`config.mk`:
```
export PLATFORM = sky130hd
export DESIGN_NAME = alu_ctrl_mdu
export DESIGN_NICKNAME = d
export VERILOG_FILES = /design/src/rtl/alu_ctrl_mdu.sv
export SDC_FILE = /design/constraint.sdc
export NUM_CORES = 1
export LEC_CHECK = 0
export BUFFER_PORTS_ARGS = -buffer_cell sky130_fd_sc_hd__buf_2
export CELL_PAD_IN_SITES_DETAIL_PLACEMENT = 0
export CELL_PAD_IN_SITES_GLOBAL_PLACEMENT = 1
export CORE_UTILIZATION = 10
export DETAILED_ROUTE_END_ITERATION = 8
export PLACE_DENSITY = 0.95
export SYNTH_ARGS = -nofsm -noshare
export SYNTH_HDL_FRONTEND = slang
export SYNTH_SLANG_ARGS = --single-unit
```
`constraint.sdc`:
```
create_clock -name vclk -period 2
set_input_delay 0.2 -clock vclk [all_inputs]
set_output_delay 0.2 -clock vclk [all_outputs]
set_load 0.005 [all_outputs]
```
`src/rtl/alu_ctrl_mdu.sv`:
```
// ALU control decoder with an optional iterative RV32M multiply/divide unit.
// The MDU is built only when ALU_CTRL_MDU_EN is defined.
module alu_ctrl_mdu #(
  parameter int unsigned WIDTH  = 32,
  parameter int unsigned CTRL_W = 4
) (
  input  logic              clk,
  input  logic              rst_n,
  input  logic [1:0]        ALUop,
  input  logic [2:0]        funct3,
  input  logic [6:0]        funct7,
  input  logic [6:0]        op,
  input  logic              start_i,
  input  logic              flush_i,
  input  logic [WIDTH-1:0]  src_a,
  input  logic [WIDTH-1:0]  src_b,
  output logic [CTRL_W-1:0] ALUctrl,
  output logic              is_mdu_o,
  output logic              stall_o,
  output logic              mdu_valid_o,
  output logic [WIDTH-1:0]  mdu_result_o
);

  localparam logic [3:0] ALU_ADD   = 4'd0;
  localparam logic [3:0] ALU_SUB   = 4'd1;
  localparam logic [3:0] ALU_AND   = 4'd2;
  localparam logic [3:0] ALU_OR    = 4'd3;
  localparam logic [3:0] ALU_XOR   = 4'd4;
  localparam logic [3:0] ALU_SLT   = 4'd5;
  localparam logic [3:0] ALU_SLTU  = 4'd6;
  localparam logic [3:0] ALU_SLL   = 4'd7;
  localparam logic [3:0] ALU_SRL   = 4'd8;
  localparam logic [3:0] ALU_SRA   = 4'd9;
  localparam logic [3:0] ALU_PASSB = 4'd10;

  logic [3:0] code;
  logic       unused_op;

  // Base RV32I ALU decode; M-ops also fall through this table
  always_comb begin
    code = ALU_ADD;
    case (ALUop)
      2'b00: code = ALU_ADD;
      2'b01: code = ALU_SUB;
      2'b11: code = ALU_PASSB;
      default: begin
        case (funct3)
          3'b000:  code = (op[5] & funct7[5]) ? ALU_SUB : ALU_ADD;
          3'b001:  code = ALU_SLL;
          3'b010:  code = ALU_SLT;
          3'b011:  code = ALU_SLTU;
          3'b100:  code = ALU_XOR;
          3'b101:  code = funct7[5] ? ALU_SRA : ALU_SRL;
          3'b110:  code = ALU_OR;
          default: code = ALU_AND;
        endcase
      end
    endcase
  end

  assign ALUctrl   = CTRL_W'(code);
  assign unused_op = ^{op[6], op[4:0]};

`ifdef ALU_CTRL_MDU_EN

  localparam int unsigned CNT_W = $clog2(WIDTH + 1);
  localparam logic [WIDTH-1:0] MIN_VAL = {1'b1, {(WIDTH-1){1'b0}}};

  typedef enum logic [1:0] {IDLE, CALC, DONE} state_t;

  state_t             state, state_nx;
  logic [CNT_W-1:0]   cnt, cnt_nx;
  logic [WIDTH-1:0]   opnd, opnd_nx;
  logic [WIDTH-1:0]   hi, hi_nx;
  logic [WIDTH-1:0]   lo, lo_nx;
  logic [2:0]         fn, fn_nx;
  logic               neg_q, neg_q_nx;
  logic               neg_r, neg_r_nx;
  logic               valid_nx;
  logic [WIDTH-1:0]   result_nx;

  logic               a_neg, b_neg, is_div, div_zero, div_ovf;
  logic [WIDTH-1:0]   mag_a, mag_b;
  logic [WIDTH:0]     mul_sum, div_t, div_diff;
  logic [WIDTH-1:0]   step_hi, step_lo;
  logic [2*WIDTH-1:0] prod_s;
  logic [WIDTH-1:0]   fin;

  assign is_mdu_o = (ALUop == 2'b10) & op[5] & (funct7 == 7'b0000001);
  assign stall_o  = ((state == IDLE) & start_i & is_mdu_o & ~flush_i) | (state == CALC);

  // Operand signedness, magnitudes and divide special cases for the incoming op
  always_comb begin
    a_neg    = src_a[WIDTH-1] & ((funct3 == 3'b001) | (funct3 == 3'b010) |
                                 (funct3 == 3'b100) | (funct3 == 3'b110));
    b_neg    = src_b[WIDTH-1] & ((funct3 == 3'b001) | (funct3 == 3'b100) |
                                 (funct3 == 3'b110));
    mag_a    = a_neg ? -src_a : src_a;
    mag_b    = b_neg ? -src_b : src_b;
    is_div   = funct3[2];
    div_zero = is_div & (src_b == '0);
    div_ovf  = is_div & ~funct3[0] & (src_a == MIN_VAL) & (src_b == '1);
  end

  // One shift-add or restoring-subtract step, plus sign-corrected final result
  always_comb begin
    mul_sum  = {1'b0, hi} + (lo[0] ? {1'b0, opnd} : {(WIDTH+1){1'b0}});
    div_t    = {hi, lo[WIDTH-1]};
    div_diff = div_t - {1'b0, opnd};
    if (fn[2]) begin
      step_hi = div_diff[WIDTH] ? div_t[WIDTH-1:0] : div_diff[WIDTH-1:0];
      step_lo = {lo[WIDTH-2:0], ~div_diff[WIDTH]};
    end else begin
      step_hi = mul_sum[WIDTH:1];
      step_lo = {mul_sum[0], lo[WIDTH-1:1]};
    end
    prod_s = neg_q ? -{step_hi, step_lo} : {step_hi, step_lo};
    case (fn)
      3'b000:         fin = prod_s[WIDTH-1:0];
      3'b100, 3'b101: fin = neg_q ? -step_lo : step_lo;
      3'b110, 3'b111: fin = neg_r ? -step_hi : step_hi;
      default:        fin = prod_s[2*WIDTH-1:WIDTH];
    endcase
  end

  always_comb begin
    state_nx  = state;
    cnt_nx    = cnt;
    opnd_nx   = opnd;
    hi_nx     = hi;
    lo_nx     = lo;
    fn_nx     = fn;
    neg_q_nx  = neg_q;
    neg_r_nx  = neg_r;
    valid_nx  = 1'b0;
    result_nx = mdu_result_o;
    case (state)
      IDLE: begin
        if (start_i & is_mdu_o) begin
          fn_nx = funct3;
          if (div_zero) begin
            result_nx = funct3[1] ? src_a : '1;
            valid_nx  = 1'b1;
            state_nx  = DONE;
          end else if (div_ovf) begin
            result_nx = funct3[1] ? '0 : src_a;
            valid_nx  = 1'b1;
            state_nx  = DONE;
          end else begin
            cnt_nx   = CNT_W'(WIDTH);
            neg_q_nx = a_neg ^ b_neg;
            neg_r_nx = a_neg;
            hi_nx    = '0;
            opnd_nx  = is_div ? mag_b : mag_a;
            lo_nx    = is_div ? mag_a : mag_b;
            state_nx = CALC;
          end
        end
      end
      CALC: begin
        hi_nx  = step_hi;
        lo_nx  = step_lo;
        cnt_nx = cnt - CNT_W'(1);
        if (cnt == CNT_W'(1)) begin
          result_nx = fin;
          valid_nx  = 1'b1;
          state_nx  = DONE;
        end
      end
      DONE:    state_nx = IDLE;
      default: state_nx = IDLE;
    endcase
    // Flush wins over everything, including a start in the same cycle
    if (flush_i) begin
      state_nx  = IDLE;
      cnt_nx    = '0;
      valid_nx  = 1'b0;
      result_nx = mdu_result_o;
    end
  end

  always_ff @(posedge clk or negedge rst_n) begin
    if (!rst_n) begin
      state        <= IDLE;
      cnt          <= '0;
      opnd         <= '0;
      hi           <= '0;
      lo           <= '0;
      fn           <= '0;
      neg_q        <= 1'b0;
      neg_r        <= 1'b0;
      mdu_valid_o  <= 1'b0;
      mdu_result_o <= '0;
    end else begin
      state        <= state_nx;
      cnt          <= cnt_nx;
      opnd         <= opnd_nx;
      hi           <= hi_nx;
      lo           <= lo_nx;
      fn           <= fn_nx;
      neg_q        <= neg_q_nx;
      neg_r        <= neg_r_nx;
      mdu_valid_o  <= valid_nx;
      mdu_result_o <= result_nx;
    end
  end

`else

  logic unused_mdu;

  assign is_mdu_o     = 1'b0;
  assign stall_o      = 1'b0;
  assign mdu_valid_o  = 1'b0;
  assign mdu_result_o = '0;
  assign unused_mdu   = ^{clk, rst_n, start_i, flush_i, src_a, src_b,
                          funct7[6], funct7[4:0]};

`endif

endmodule

```
# [Word level (Yosys, flattened, before mapping)]
# Cells that the tools add are included.
[word_totals] register_bits=0 in_bits=87
[op_classes] eq_ne=8 mux=4 n_bitwise=1 n_reduce_logical=2
[op_table] op="4-bit one-hot mux with 7 select lines" count=1
[op_table] op="4-bit one-hot mux with 3 select lines" count=1
[op_table] op="3-bit == test, second input constant" count=3
[op_table] op="3-bit by 2-bit == test with 1-bit output, second input constant" count=2
[op_table] op="3-bit by 1-bit == test with 1-bit output, second input constant" count=1
[op_table] op="3-bit logical NOT" count=1
[op_table] op="2-bit by 1-bit == test with 1-bit output, second input constant" count=1
[op_table] op="2-bit == test, second input constant" count=1
[op_table] op="2-bit logical NOT" count=1
[op_table] op="1-bit 2-to-1 mux" count=2
[op_table] op="1-bit AND" count=1

# [Logic depth before layout (Yosys ltp)]
[logic_depth] ltp_word=4 depth_mapped=3 depth_no_buf=3

# [Worst setup path before layout]
# OpenSTA, ideal clock, no wires.
[synth_timing] kind="input port to output port" start="input funct3[2]" end="output ALUctrl[0]" arrival_ns=0.784 path_slack_ns=1.016 path_stages=3 n_path_buf=0 path_cell_list="or3_1 -> a21oi_1 -> o32ai_1"
[synth_between] elab_chain_cells=3 elab_cells_between_ends=9 classes_between="6 x eq/ne; 2 x mux; 1 x reduce/logical"
[synth_rtl] item="start: declaration" line="10" source="input logic [2:0] funct3,"
[synth_rtl] item="3-bit == test, or another cell as far along" line="47" source="case (funct3)"
[synth_rtl] item="4-bit one-hot mux with 7 select lines (*)" line="47"
[synth_rtl] item="4-bit one-hot mux with 3 select lines (*)" line="42" source="case (ALUop)"
[synth_rtl] item="end: declaration" line="17" source="output logic [CTRL_W-1:0] ALUctrl,"
# Every way passes the cells marked *; elsewhere a longest branch is shown, timed or not.

# [Worst setup path after layout]
# Ends and elaborated chain as after synthesis.

==> impl_metrics.ini <==
[outcome]
status = complete, no violations

[place]
place_inst = 108
dpl.hpwl_um = 351
gp_congestion = 0.461
numPortBuffers = 11

[cts]
postCtsSetupBuffers = 0
hold_buffers = 0
cts_resized = 0

[grt]
grt-ovfl-total = 0
grt_pass1_vias = 77
grt_pass1_wl_um = 276
antenna_found_initial = 0
grt_use_total = 0.00904
grt_max_degree = 7

[worst_setup_path]
path_common_cell = buf_2
required_ns = 1.80
path_buf_inv = 2
start_kind = input pin
cp-end-kind = output pin
crit_family = simple AND/OR/NAND/NOR gates
cp_slowest_cell = or3_1
crit_type = input pin to output pin
startpoint = funct3[2]
worst-path-stages = 5
path_max_fanout = 5
crit_chain = buf_2, or3_1, a21oi_1, o32ai_1, buf_2
worst_ep_arrival_time_ns = 1.05
cpPeakStageDelay_ns = 0.38

[route]
drt-initial-drc-count = 8
viasPerCell = 2.22
wl_per_cell_um = 3.48
drc_errors = 0
ant_nets = 0
routed_wl_um = 376
via_count = 240
drtPass1Iterations = 2

[finish]
area_delta_synth_final_pct = -6.32
seq_cell_count = 0
n_clock_buffer = 0
regArea_um2 = 0
final_util = 0.0993
final_cell_mix = conb_1, buf_2, nand2_1
drive_above_1_share = 0.194
instances_no_fill = 108
nets = 151
n_antenna_cell = 0
final_common_cell = conb_1

[flow_run]
maxCapViolCount = 0

[sta]
final-hold-violation-count = 0
rsz0062_at_grt = no
fin_crit_ns = 1.25
fmax_ghz = 0.799
finalMaxSlewViolations = 0
tns_ns = 0
fin_crit_sh = 0.626
setup_viol = 0

[logic_synthesis]
yosysWarnings = 0
syn_avg_cell_area_um2 = 6.86
seq_area_frac_synth = 0
syn_area_um2 = 357
synth_cell_type_count = 14
synthCells = 52

[pwr]
p_per_area_mw_per_mm2 = 128
power_leakage_uw = 0.000198
ir_drop_uv = 11.5

[floorplanning]
rows = 21
fp.dieArea_mm2 = 0.00381
start_util = 0.106
io_pins = 126
die_w_um = 61.7
core_area_mm2 = 0.00336
die_h_um = 61.7

[hold_path]
worstHoldEndpoint = ALUctrl[0]
hp-class = input pin to output pin
min_from = ALUop[1]
worstHoldPathCells = 3
-- kinds of logic (layout without fill, tap and decap cells) --
family	after synthesis	in the layout	share of synthesized area
other	1	35	0.0105
AND/OR/NAND/NOR	8	8	0.119
buffers and inverters	36	12	0.747
AO/OA/AOI/OAI	7	7	0.123
-- synthesized netlist by cell type --
library cell	instances	share of area
a21boi_0	1	0.021
a21oi_1	2	0.028
and3_2	1	0.021
buf_4	35	0.74
conb_1	1	0.011
inv_1	1	0.011
nand2_1	3	0.032
nor2_1	1	0.011
nor2b_1	1	0.018
o21a_1	1	0.021
o21ai_0	2	0.028
o32ai_1	1	0.025
or2b_1	1	0.021
or3_1	1	0.018
-- routing by layer --
metal,global-route usage,vias to the layer above,wire (um)
met4,0,0,0
met2,0.0200,30,150
met3,0,0,92
li1,-,116,-
met5,0,-,0
met1,0.00994,94,133
-- tightest hold or removal path: stages --
cell	delay, ns
buf_2	0.11
o32ai_1	0.07
buf_2	0.12
-- stage by stage --
step                setup slack, ns  hold WS, ns  instance area (um2)  power, uW
floorplan                      1.02        0.457                  484       75.3
global placement              0.748        0.687                  334       41.8
detailed placement            0.753        0.691                  334       42.1
CTS                           0.753        0.692                  334       42.2
global route                  0.700        0.721                  334       51.6
finish                        0.749        0.695                  334       42.9
-- how the worst max path moves through the flow --
stage / slack [ns] / to
after floorplan: 1.02 / ALUctrl[0]
after global placement: 0.75 / ALUctrl[0]
after detailed placement: 0.75 / ALUctrl[0]
after CTS: 0.75 / ALUctrl[0]
after global routing: 0.70 / ALUctrl[0]
final: 0.75 / ALUctrl[0]
-- power breakdown --
part | internal (uW) | total [uW] | switching, uW
clock | 0 | 0 | 0
sequential | 0 | 0 | 0
combinational | 14.6 | 42.9 | 28.2
-- layout make-up --
class                           count  area [um2]
Multi-Input combinational cell     50         218
Inverter                            1        3.75
Fill cell                         420        3030
Timing Repair Buffer               11        55.1
Tap cell                           46        57.6
Power figures use the tool's default switching activity.
